$ cat src/rtl/sigma_accel_ctrl.sv
// CSR-mapped sequencer for the streaming accelerator: serialises software start requests,
// times each run, enforces a watchdog limit and raises a level interrupt on completion.
module sigma_accel_ctrl #(
    parameter logic [31:0] BASE_ADDR       = 32'h80000100,
    parameter logic [31:0] DEFAULT_TIMEOUT = 32'd1000000
) (
    input  logic        clk_i,
    input  logic        rst_i,
    input  logic        bus_req_i,
    input  logic        bus_we_i,
    input  logic [31:0] bus_addr_i,
    input  logic [3:0]  bus_be_i,
    input  logic [31:0] bus_wdata_i,
    output logic        bus_ack_o,
    output logic        bus_resp_o,
    output logic [31:0] bus_rdata_o,
    output logic        acc_on_o,
    output logic        acc_start_o,
    input  logic        acc_ready_i,
    input  logic        calc_fin_i,
    output logic        irq_o
);

    typedef enum logic [1:0] {
        S_OFF      = 2'd0,
        S_WAIT_RDY = 2'd1,
        S_IDLE     = 2'd2,
        S_RUN      = 2'd3
    } state_t;

    state_t      r_state;
    state_t      w_stateNext;
    logic        r_en;
    logic        r_irqEn;
    logic        r_pend;
    logic        r_done;
    logic        r_toFlag;
    logic        r_overrun;
    logic        r_irq;
    logic [31:0] r_cnt;
    logic [31:0] r_cycles;
    logic [31:0] r_timeout;
    logic        r_resp;
    logic [31:0] r_rdata;

    logic        w_sel;
    logic        w_rd;
    logic        w_wr;
    logic [3:0]  w_off;
    logic        w_wrCtrl;
    logic        w_wrStat;
    logic        w_wrTo;
    logic        w_en;
    logic        w_startReq;
    logic        w_ovSet;
    logic        w_busy;
    logic [31:0] w_cntNext;
    logic        w_toHit;
    logic        w_launch;
    logic        w_fin;
    logic        w_toEv;
    logic [31:0] w_rdVal;

    assign w_sel    = bus_req_i & (bus_addr_i[31:4] == BASE_ADDR[31:4]);
    assign w_rd     = w_sel & ~bus_we_i;
    assign w_wr     = w_sel & bus_we_i;
    assign w_off    = bus_addr_i[3:0];
    assign w_wrCtrl = w_wr & (w_off == 4'h0) & bus_be_i[0];
    assign w_wrStat = w_wr & (w_off == 4'h4) & bus_be_i[0];
    assign w_wrTo   = w_wr & (w_off == 4'hC);

    // A CTRL write takes effect on the FSM in the same cycle, so enable and abort act immediately.
    assign w_en       = w_wrCtrl ? bus_wdata_i[0] : r_en;
    assign w_startReq = w_wrCtrl & bus_wdata_i[1] & bus_wdata_i[0];
    assign w_ovSet    = w_startReq & (r_pend | (r_state == S_RUN));
    assign w_busy     = (r_state == S_RUN) | r_pend;

    assign w_cntNext = (r_cnt == 32'hFFFFFFFF) ? r_cnt : r_cnt + 32'd1;
    assign w_toHit   = (r_timeout != 32'd0) & (w_cntNext == r_timeout);

    always_comb begin
        w_stateNext = r_state;
        w_launch    = 1'b0;
        w_fin       = 1'b0;
        w_toEv      = 1'b0;
        case (r_state)
            S_OFF: begin
                if (w_en) w_stateNext = S_WAIT_RDY;
            end
            S_WAIT_RDY: begin
                if (!w_en)            w_stateNext = S_OFF;
                else if (acc_ready_i) w_stateNext = S_IDLE;
            end
            S_IDLE: begin
                if (!w_en) begin
                    w_stateNext = S_OFF;
                end else if (r_pend) begin
                    w_stateNext = S_RUN;
                    w_launch    = 1'b1;
                end
            end
            S_RUN: begin
                if (!w_en) begin
                    w_stateNext = S_OFF;
                end else if (calc_fin_i) begin
                    w_fin       = 1'b1;
                    w_stateNext = S_IDLE;
                end else if (w_toHit) begin
                    w_toEv      = 1'b1;
                    w_stateNext = S_IDLE;
                end
            end
            default: w_stateNext = S_OFF;
        endcase
    end

    always_comb begin
        w_rdVal = 32'd0;
        case (w_off)
            4'h0:    w_rdVal = {29'd0, r_irqEn, 1'b0, r_en};
            4'h4:    w_rdVal = {24'd0, 1'b0, r_state, acc_ready_i, r_overrun, r_toFlag, r_done, w_busy};
            4'h8:    w_rdVal = r_cycles;
            4'hC:    w_rdVal = r_timeout;
            default: w_rdVal = 32'd0;
        endcase
    end

    always_ff @(posedge clk_i) begin
        if (rst_i) begin
            r_state   <= S_OFF;
            r_en      <= 1'b0;
            r_irqEn   <= 1'b0;
            r_pend    <= 1'b0;
            r_done    <= 1'b0;
            r_toFlag  <= 1'b0;
            r_overrun <= 1'b0;
            r_irq     <= 1'b0;
            r_cnt     <= 32'd0;
            r_cycles  <= 32'd0;
            r_timeout <= DEFAULT_TIMEOUT;
            r_resp    <= 1'b0;
            r_rdata   <= 32'd0;
        end else begin
            r_state <= w_stateNext;
            if (w_wrCtrl) begin
                r_en    <= bus_wdata_i[0];
                r_irqEn <= bus_wdata_i[2];
            end
            if (!w_en || w_launch)
                r_pend <= 1'b0;
            else if (w_startReq && !w_ovSet)
                r_pend <= 1'b1;
            if (w_launch)
                r_cnt <= 32'd0;
            else if (r_state == S_RUN)
                r_cnt <= w_cntNext;
            if (w_fin || w_toEv)
                r_cycles <= w_cntNext;
            // Hardware set is ORed in after the W1C mask so a coincident set survives.
            r_done    <= (r_done    & ~(w_wrStat & bus_wdata_i[1])) | w_fin;
            r_toFlag  <= (r_toFlag  & ~(w_wrStat & bus_wdata_i[2])) | w_toEv;
            r_overrun <= (r_overrun & ~(w_wrStat & bus_wdata_i[3])) | w_ovSet;
            for (int i = 0; i < 4; i++) begin
                if (w_wrTo && bus_be_i[i])
                    r_timeout[8*i +: 8] <= bus_wdata_i[8*i +: 8];
            end
            r_irq   <= r_irqEn & (r_done | r_toFlag);
            r_resp  <= w_rd;
            r_rdata <= w_rd ? w_rdVal : 32'd0;
        end
    end

    assign bus_ack_o   = w_sel;
    assign bus_resp_o  = r_resp & ~rst_i;
    assign bus_rdata_o = rst_i ? 32'd0 : r_rdata;
    assign acc_on_o    = (r_state != S_OFF) & ~rst_i;
    assign acc_start_o = w_launch & ~rst_i;
    assign irq_o       = r_irq & ~rst_i;

endmodule

$ cat config.mk
export PLATFORM = sky130hd
export DESIGN_NAME = sigma_accel_ctrl
export DESIGN_NICKNAME = d
export VERILOG_FILES = /design/src/rtl/sigma_accel_ctrl.sv
export SDC_FILE = /design/constraint.sdc
export NUM_CORES = 1
export LEC_CHECK = 0
export ABC_CLOCK_PERIOD_IN_PS = 4350
export BUFFER_PORTS_ARGS = -buffer_cell sky130_fd_sc_hd__buf_2
export CAP_MARGIN = 40
export CORE_MARGIN = 10
export CORE_UTILIZATION = 28
export DETAILED_ROUTE_END_ITERATION = 10
export PLACE_DENSITY_LB_ADDON = 0.12
export SLEW_MARGIN = 0
export SYNTH_ARGS = -nofsm -noshare
export SYNTH_HDL_FRONTEND = slang
export SYNTH_SLANG_ARGS = --single-unit
$ cat constraint.sdc
create_clock -name clk_i -period 4.35 [get_ports clk_i]
set_input_delay 0.87 -clock clk_i [delete_from_list [all_inputs] [get_ports clk_i]]
set_output_delay 0.87 -clock clk_i [all_outputs]
set_load 0.01 [all_outputs]
==> flow_summary.json <==
{
  "drt_iter0_markers": 550,
  "ctsResizeCount": 0,
  "grt_use_total": 0.1649,
  "pin_count": 111,
  "syn_area_per_cell_um2": 8.275,
  "gp_congestion": 0.9518,
  "synth-seq-cells": 138,
  "gr-total-overflow": 0,
  "die_x_um": 191.1,
  "syn-num-nets": 1066,
  "path_cells": "ha_1, and3_1, nand4_4, or4_1, nor2_1, xnor2_1, or3_1, or4_4, o21a_4, mux2_4",
  "yosysWarnings": 0,
  "grt_first_pass_wirelength_mm": 46.72,
  "synth_top_area_frac": 0.3369,
  "path_clk_slew_ns": 0.07,
  "numPortBuffers": 110,
  "setup_viol": 0,
  "yosysSeqAreaShare": 0.3369,
  "min_period_ns": 4.020,
  "postCtsSetupBuffers": 0,
  "drive_gt1_frac": 0.2261,
  "worst_setup_path_start_kind": "flip-flop",
  "wl_per_cell_um": 20.69,
  "tritoncts": "yes",
  "initial_core_util": 0.2849,
  "synth-edff-count": 0,
  "worst_pin_slew_ns": 0.8087,
  "cts.sinks": 138,
  "status": "finished, final reports clean",
  "p_per_area_mw_per_mm2": 289.8,
  "critPathArrivalTime_ns": 4.33,
  "firstDrtPassIters": 5,
  "crit_fanout": 32,
  "fin_setup_tns_ns": 0,
  "drtAntennaViolNets": 0,
  "rows": 62,
  "yosys-top-cells-count": "165 x nor2_1, 138 x dfxtp_1, 68 x nor2b_1",
  "post-route-util": 0.3393,
  "place_area_mm2": 0.009169,
  "clockBufferDepth": 2,
  "fin_crit_sh": 0.9241,
  "stdcell_area_mm2": 0.009766,
  "drv_cap": 0,
  "skew_ns": 0.01071,
  "wirelength_mm": 30.64,
  "worst_path_largest_cell_delay_ns": 0.56,
  "dpl.hpwl_mm": 23.00,
  "ir_worst_vdd_mv": 0.2552,
  "clock_tree.root_cell": "clkbuf_16",
  "slew_headroom": 0.4609,
  "yosysUniqueCellTypes": 76,
  "numCtsBuffers": 17,
  "p_leak_nw": 3.831,
  "antenna_found_initial": 0,
  "synth.most_common_cell": "nor2_1",
  "antenna_cells": 0,
  "cts_hold_buf": 0,
  "netlist_instances": 991,
  "htreeDepth": 4,
  "syn_area_mm2": 0.008200,
  "viasPerCell": 5.069,
  "clk_latency_ns": 0.43,
  "fmax_mhz": 248.8,
  "grt_setup_unrepaired": "no",
  "critPathKind": "flip-flop to flip-flop",
  "worst_path_max_delay_cell": "or4_4",
  "grt_max_degree": 81,
  "crit_required_ns": 4.66,
  "synth_area_leaders": "dfxtp_1 34%, nor2_1 7.6%, nor2b_1 5.2%",
  "async_flop_share": 0,
  "fp.dieH_um": 191.1,
  "hold_viol_final": 0,
  "slew_violations": 0,
  "ys.flop_type": "dfxtp_1",
  "critPathBufInv": 0,
  "syn2layout_area_growth_pct": 19.09,
  "crit_path_end_kind": "flip-flop",
  "nets": 1159,
  "post-route-drc-count": 0,
  "dieArea_mm2": 0.03653,
  "vias": 7507,
  "grt_pass1_vias": 7317,
  "coreArea_mm2": 0.02878,
  "synth_top_area_cell": "dfxtp_1",
  "critPathTopFamily": "simple AND/OR/NAND/NOR gates",
  "hp-class": "flip-flop to flip-flop"
}
[metal layers]
layer	part of all wire	GRT usage	vias up
met2	0.43	0.2498	216
met5	0	0	-
met3	0.052	0.03225	33
met4	0.020	0.04748	0
li1	-	-	3676
met1	0.49	0.2317	3582
[power breakdown]
| group | total [W] | leakage, nW | switching [W] | internal [W] |
|---|---|---|---|---|
| registers | 0.00126 | 1.11 | 0.0000000000000427 | 0.00126 |
| clock network | 0.00148 | 0.277 | 0.000668 | 0.000812 |
| logic | 0.0000876 | 2.44 | 0.0000541 | 0.0000335 |
| total | 0.00283 | 3.83 | 0.000722 | 0.00211 |
[registers in the layout, indices dropped and copies added (netlist names)]
name / cells
r_irq: 1
r_timeout: 32
r_rdata: 32
r_pend: 1
r_state: 2
r_overrun: 1
r_toFlag: 1
r_en: 1
r_cycles: 32
r_cnt: 32
r_resp: 1
r_done: 1
r_irqEn: 1
[layout make-up]
cell class | count | area, µm²
clock buffer | 17 | 425.4
clock inverter | 15 | 161.4
fill | 3073 | 19010
inverter | 19 | 71.32
multi-input combinational | 753 | 4959
sequential | 138 | 2763
tap | 384 | 480.5
timing repair buffer | 155 | 905.9
[final timing paths]
path	endpoint	startpoint	slack [ns]	cells after the start
max	r_cycles[27]	r_cnt[0]	0.33	10
min	r_overrun	r_overrun	0.47	2
max reg2reg	r_cycles[27]	r_cnt[0]	0.33	10
min reg2reg	r_overrun	r_overrun	0.47	2
[logic make-up after synthesis]
family / Yosys count / synth area share
AOI/OAI and AO/OA: 127 / 0.1097
xor gates and xnor gates: 73 / 0.07797
adders and majority gates: 1 / 0.001526
buffers and inverters: 100 / 0.06012
DFF: 138 / 0.3369
muxes: 69 / 0.1053
and+or+nand+nor: 483 / 0.3085
[worst reg2reg max path, stage by stage, from the launching register on]
cell and delay [ns]:
dfxtp_1 0.50, ha_1 0.35, and3_1 0.37, nand4_4 0.26
or4_1 0.46, nor2_1 0.14, xnor2_1 0.07, or3_1 0.37
or4_4 0.56, o21a_4 0.43, mux2_4 0.39
[cells in the final DEF, fill, tap and decap left out, drive strengths merged, types with 4 or more instances in the layout]
cell type and n:
nand2b 15, nor2b 68, or3 6, inv 26
o2111ai 5, nor2 166, and2 6, a211o 8
buf 155, nand3 31, and3 17, xnor2 44
and4 7, a22oi 31, o21ai 26, dfxtp 138
clkinvlp 4, a211oi 5, nand2 49, a21oi 19
clkbuf 17, or4 7, mux2 37, nand4 37
nor3 32, a31oi 4, nor4 27, mux2i 30
a32oi 4, xor2 29
[metrics by stage]
step / cells / setup slack (ns) / hold slack [ns] / total power [W]
final: 1481 / 0.3304 / 0.4731 / 0.002830
after global routing: 1481 / 0.09148 / 0.4945 / 0.002928
after CTS: 1481 / 0.2602 / 0.4755 / 0.002870
after detailed placement: 1449 / 0.2753 / 0.4661 / 0.001380
after global placement: 1446 / 0.3171 / 0.4602 / 0.001379
after floorplan: 991 / 0.4693 / 0.4471 / 0.001333
No activity file was read; power rests on OpenSTA's default activity.
